===== config.mk =====
export PLATFORM = sky130hd
export DESIGN_NAME = ddr_sat_cnt
export DESIGN_NICKNAME = d
export VERILOG_FILES = /design/src/rtl/ddr_chk_pkg.sv /design/src/rtl/ddr_sat_cnt.sv
export SDC_FILE = /design/constraint.sdc
export NUM_CORES = 1
export LEC_CHECK = 0
export BUFFER_PORTS_ARGS = -buffer_cell sky130_fd_sc_hd__buf_2
export CAP_MARGIN = 20
export CELL_PAD_IN_SITES_DETAIL_PLACEMENT = 1
export CELL_PAD_IN_SITES_GLOBAL_PLACEMENT = 1
export CORE_ASPECT_RATIO = 1.2
export CORE_UTILIZATION = 35
export DETAILED_ROUTE_END_ITERATION = 8
export PLACE_DENSITY = 0.78
export SYNTH_ARGS = -nofsm -noshare
export SYNTH_HDL_FRONTEND = slang
export SYNTH_SLANG_ARGS = --single-unit

===== constraint.sdc =====
create_clock -name clk -period 2.5 [get_ports clk]
set_clock_uncertainty 0.15 [all_clocks]
set_input_delay 0.125 -clock clk [delete_from_list [all_inputs] [get_ports clk]]
set_output_delay 0.125 -clock clk [all_outputs]
set_load 0.1 [all_outputs]

===== src/rtl/ddr_chk_pkg.sv =====
// Shared definitions for the DDR read-back stream checker: the end-of-packet
// flag, the header value that is never sequence-checked, the parser states
// and a saturating increment used by every counter in the block.
package ddr_chk_pkg;

   localparam logic [127:0] PKT_END_FLAG = 128'h5A5ADEAD_0000FFFF_5A5ADEAD_0000FFFF;
   localparam logic [63:0]  HEAD_SKIP    = 64'h5A5ADEAD_0000FFFF;

   typedef enum logic {
      HEAD    = 1'b0,
      PAYLOAD = 1'b1
   } chk_state_t;

   // Returns val+1, holding at the all-ones value of a wd-bit field (wd <= 64).
   function automatic logic [63:0] sat_inc(input logic [63:0] val, input int unsigned wd);
      logic [63:0] max_val;
      max_val = (wd >= 64) ? {64{1'b1}} : ((64'd1 << wd) - 64'd1);
      sat_inc = (val >= max_val) ? max_val : val + 64'd1;
   endfunction

endpackage


===== src/rtl/ddr_sat_cnt.sv =====
// Saturating event counter with a synchronous clear that beats the increment.
module ddr_sat_cnt
   import ddr_chk_pkg::*;
#(
   parameter int WD = 32
)(
   input  logic          clk,
   input  logic          rst_n,
   input  logic          clr,
   input  logic          inc,
   output logic [WD-1:0] cnt
);

   // Count up on inc, stick at all-ones, clear on clr.
   always_ff @(posedge clk or negedge rst_n) begin
      if (!rst_n)
         cnt <= '0;
      else if (clr)
         cnt <= '0;
      else if (inc)
         cnt <= WD'(sat_inc(64'(cnt), WD));
   end

endmodule


## Word level (Yosys, flattened, before mapping)

Index checks and enable logic that the tools add are counted.
Widths: inputs -> output; s select.

| cells by class | value |
|---|---|
| multiplexer cells | 3 |
| reductions and logical operators | 1 |
| $lt $le $gt $ge | 1 |
| $add $sub $neg | 1 |

Operators with widths:

| kind | number |
|---|---|
| $mux 32 | 3 |
| $add 32x1->32 const B | 1 |
| $ge 32x32->1 const B | 1 |
| $reduce_bool 2->1 | 1 |

| word-level totals | value |
|---|---|
| logic and storage cells | 7 |
| output and inout port bits | 32 |
| flip-flop bits (word level) | 32 |

## Depth between registers and ports, before layout

| logic depth | value |
|---|---|
| depth in word-level cells | 4 |
| mapped depth | 7 |
| gate-level depth less buffers | 6 |

## Least setup slack after synthesis

OpenSTA, ideal clock, no wires.

| path | value |
|---|---|
| path type | reg-to-reg |
| start point | reg cnt[8] |
| end point | reg cnt[3] |
| arrival | 2.368 ns |
| path buffers | 1 |
| slack | -0.114 ns |
| cell stages (with the launch flop) | 7 |
| data required time | 2.254 ns |
| clock period less this slack | 2.614 ns |
| cell sequence | dfrtp_1 > buf_2 > nand4_2 > nor4_4 > nand3_2 > and3_1 > nor4_2 |

| on the way | value |
|---|---|
| cells in the longest elaborated chain, start to end | 4 |

Ends and longest elaborated chain:

| what | line | source |
|---|---|---|
| from (decl) | ddr_sat_cnt.sv:11 | `output logic [WD-1:0] cnt` |
| from (signal assigned) | ddr_sat_cnt.sv:21 | `cnt <= WD'(sat_inc(64'(cnt), WD));` |
| $ge 32x32->1 | ddr_chk_pkg.sv:18 | `sat_inc = (val >= max_val) ? max_val : val + 64'd1;` |
| $mux 32 | ddr_chk_pkg.sv:18 |  |
| $mux 32 | ddr_sat_cnt.sv:20 | `else if (inc)` |
| $mux 32 | ddr_sat_cnt.sv:18 | `else if (clr)` |

No other way between the ends. The select of a mux whose other input is x is not followed.
A chain may end at the register's enable or synchronous reset.

## Worst setup path in the final report

| path | value |
|---|---|
| start point | reg cnt[24] |
| end point | reg cnt[7] |

The elaborated chain is that of the path after synthesis.

==> flow_metrics.py <==
metrics = {
    "cts": {
        "path_clk_slew_ps": 70,
        "clkLatencyLatePin_ps": 290,
        "clock-sinks": 32,
        "cts-root-buf": "clkbuf_8",
        "cts_tree": "yes",
        "numCtsBuffers": 5,
        "clk_path_buf_depth": 2,
        "htree_num_levels": 2,
        "cts.repair.resized": 0,
    },
    "layout": {
        "layout-drive-gt1-share_pct": 31.4,
        "top_register": "cnt",
        "largest_register_ffs": 32,
        "fillers": 604,
        "design_area_sq_um": 2190,
        "reg_top3": "cnt x32",
        "areaGrowthSynthToFinish_pct": 18.2,
        "finalNetCount": 233,
        "antennaDiodeCount": 0,
    },
    "yosys": {
        "syn_nets": 197,
        "synth_cells": 192,
        "async_flop_share_pct": 100,
        "synthTopCellsByArea": "dfrtp_1, and3_1, and4_1",
        "synth.largest_area_cell": "dfrtp_1",
        "ys_seq_area_share_pct": 43.2,
        "synth_seq_cells": 32,
        "synth_cell_types": 42,
        "syn_area_per_cell_sq_um": 9.64,
        "ys_warn_count": 0,
        "synth_top_area_share_pct": 43.2,
        "ys.flop_type": "dfrtp_1",
        "synth_edf_count": 0,
        "syn_area_sq_um": 1850,
    },
    "setup_path": {
        "required_ps": 2540,
        "worst_path_largest_cell_delay_ps": 420,
        "crit_path_top_delay_cell": "dfrtp_1",
        "ff2ff_setup_slack_ps": 240,
        "cp_top_family": "simple AND/OR/NAND/NOR gates",
        "r2r_cells": 5,
        "crit_path_start_kind": "flip-flop",
        "cp_max_fo": 19,
        "end_kind": "flip-flop",
        "cp.buffers_inverters": 0,
        "crit_cells": 5,
        "path_cells": "and3_1 -> and4_1 -> nand3_2 -> and3_4 -> nor4_2",
        "crit_type": "reg2reg",
        "cp.arrival_ps": 2310,
    },
    "timing": {
        "setup_violations": 0,
        "min_period_ps": 2260,
        "worstMarginPinSlew_ps": 755,
        "hold_viol": 0,
        "slew_headroom_pct": 49.6,
        "grt_setup_unrepaired": "false",
        "final.setup.tns_ps": 0,
        "clock.fmax_mhz": 442,
        "drv_slew": 0,
        "whs_ps": 74.9,
        "final.period_utilization_pct": 90.6,
    },
    "global_routing": {
        "grt_max_degree": 33,
        "grt_pass1_wl_mm": 8.32,
        "grt_use_total_pct": 20.1,
        "grt-ovfl-total": 0,
        "grt_pass1_vias": 1699,
        "antenna_found_initial": 0,
    },
    "placed_design": {
        "io_buffers": 35,
        "place_congestion": 0.749,
        "placed_cell_area_sq_um": 2090,
        "place_hpwl_mm": 3.43,
    },
    "routing": {
        "dr_total_vias": 1701,
        "drcViolationCount": 0,
        "via_per_inst": 5.89,
        "ant_nets": 0,
        "drt-total-wl_mm": 4.93,
        "dr.pass1.iters": 4,
        "wire_per_inst_microns": 17.1,
        "drtIter0Drc": 68,
    },
    "run_status": {
        "status": "complete, no violations",
    },
    "floorplanning": {
        "die_area_sq_um": 5590,
        "coreArea_sq_um": 5010,
        "initial_core_util_pct": 37.0,
        "num_rows": 28,
        "pin_count": 36,
        "die_w_microns": 68.4,
        "die_height_microns": 81.7,
    },
    "power_and_ir_drop": {
        "ir_worst_vdd_mv": 0.277,
        "p_leak_uw": 0.000997,
        "power_density_nw_per_um2": 459,
    },
    "flow_run": {
        "drv_cap": 0,
    },
    "worst_hold_path": {
        "whs_path_depth": 3,
        "hold_class": "in2reg",
    },
}
## path summary, 6_finish.rpt
check | start | end
max | cnt[24] | cnt[7]
min | inc | cnt[11]
max reg2reg | cnt[24] | cnt[7]
min reg2reg | cnt[17] | cnt[17]
max in group asynchronous | rst_n | cnt[9]
min in group asynchronous | rst_n | cnt[3]
## metal layers
layer | GRT usage (%) | part of all wire [%] | up-vias
met2 | 31.7 | 48 | 37
met3 | 4.72 | 4.1 | 7
met4 | 7.50 | 1.5 | 0
li1 | - | - | 813
met1 | 26.3 | 47 | 844
met5 | 0 | 0 | -
## final cells by class
cell class                 instances  area, sq um  area share (%)
multi-input combinational        148          991            45.3
sequential                        32          817            37.3
timing repair buffer              39          208            9.49
clock buffer                       8         90.1            4.12
tap                               60         75.1            3.43
inverter                           2         7.51           0.343
## cell usage after synthesis (2+ instances only)
| master | count |
|---|---|
| a21oi_1 | 12 |
| nor2_1 | 19 |
| buf_2 | 3 |
| nand4_2 | 3 |
| nand3_1 | 8 |
| and4_1 | 9 |
| xor2_1 | 3 |
| nor4_2 | 2 |
| o21bai_1 | 3 |
| nor2b_1 | 3 |
| a211oi_1 | 6 |
| nor4_1 | 3 |
| nor3_2 | 2 |
| and2_1 | 2 |
| inv_1 | 2 |
| a31oi_1 | 11 |
| dfrtp_1 | 32 |
| nand2_1 | 8 |
| a41oi_1 | 2 |
| nor3_1 | 14 |
| o21a_1 | 2 |
| clkbuf_1 | 4 |
| and3_1 | 13 |
| nand4_1 | 8 |
## through the flow
stage / setup WS (ps) / cells / utilization [%] / total power, uW
floorplan: 1.64 / 192 / - / 580
global placement: 322 / 280 / 41.7 / 604
detailed placement: 232 / 280 / 41.7 / 604
CTS: 232 / 289 / 43.7 / 1020
global route: 17.0 / 289 / 43.7 / 1050
finish: 236 / 289 / 43.7 / 1000
## kinds of logic after synthesis
logic type               after synthesis  share of synthesized area [%]
AO/OA/AOI/OAI                         41                           15.5
XOR/XNOR                               3                           1.42
adder cells (fa/ha/maj)                1                          0.676
buffers and inverters                 12                           3.24
flip-flops                            32                           43.2
AND/OR/NAND/NOR                      103                           35.9
## worst register-to-register path, stage by stage, from the launching register on
cell and delay [ps]:
dfrtp_1 420, and3_1 330, and4_1 320, nand3_2 380, and3_4 340, nor4_2 230
## timing repair
action	in CTS	in global routing
hold buffers	1	0
hold endpoints to repair	32	0
setup endpoints to repair	0	0
buffers inserted	0	0
## where the power goes
part / internal [uW] / total [uW] / switching (uW)
Combinational: 12.8 / 68.0 / 55.2
Sequential: 521 / 527 / 5.18
Clock: 224 / 410 / 186
Total: 758 / 1000 / 246
## cells in the final DEF (no fill, tap or decap), drive strengths merged, types with 2 or more instances in the layout
cell / instances
nand3: 9
nor3b: 2
o21a: 2
a21oi: 12
a21boi: 2
clkbuf: 8
and4: 9
nor4: 6
a211oi: 7
nor3: 17
nand4: 11
a31oi: 11
and3: 14
nand2: 8
dfrtp: 32
nor2: 19
o21bai: 3
a41oi: 3
nor2b: 3
inv: 2
buf: 38
and2: 2
xor2: 3
No activity file was read; power rests on OpenSTA's default activity.
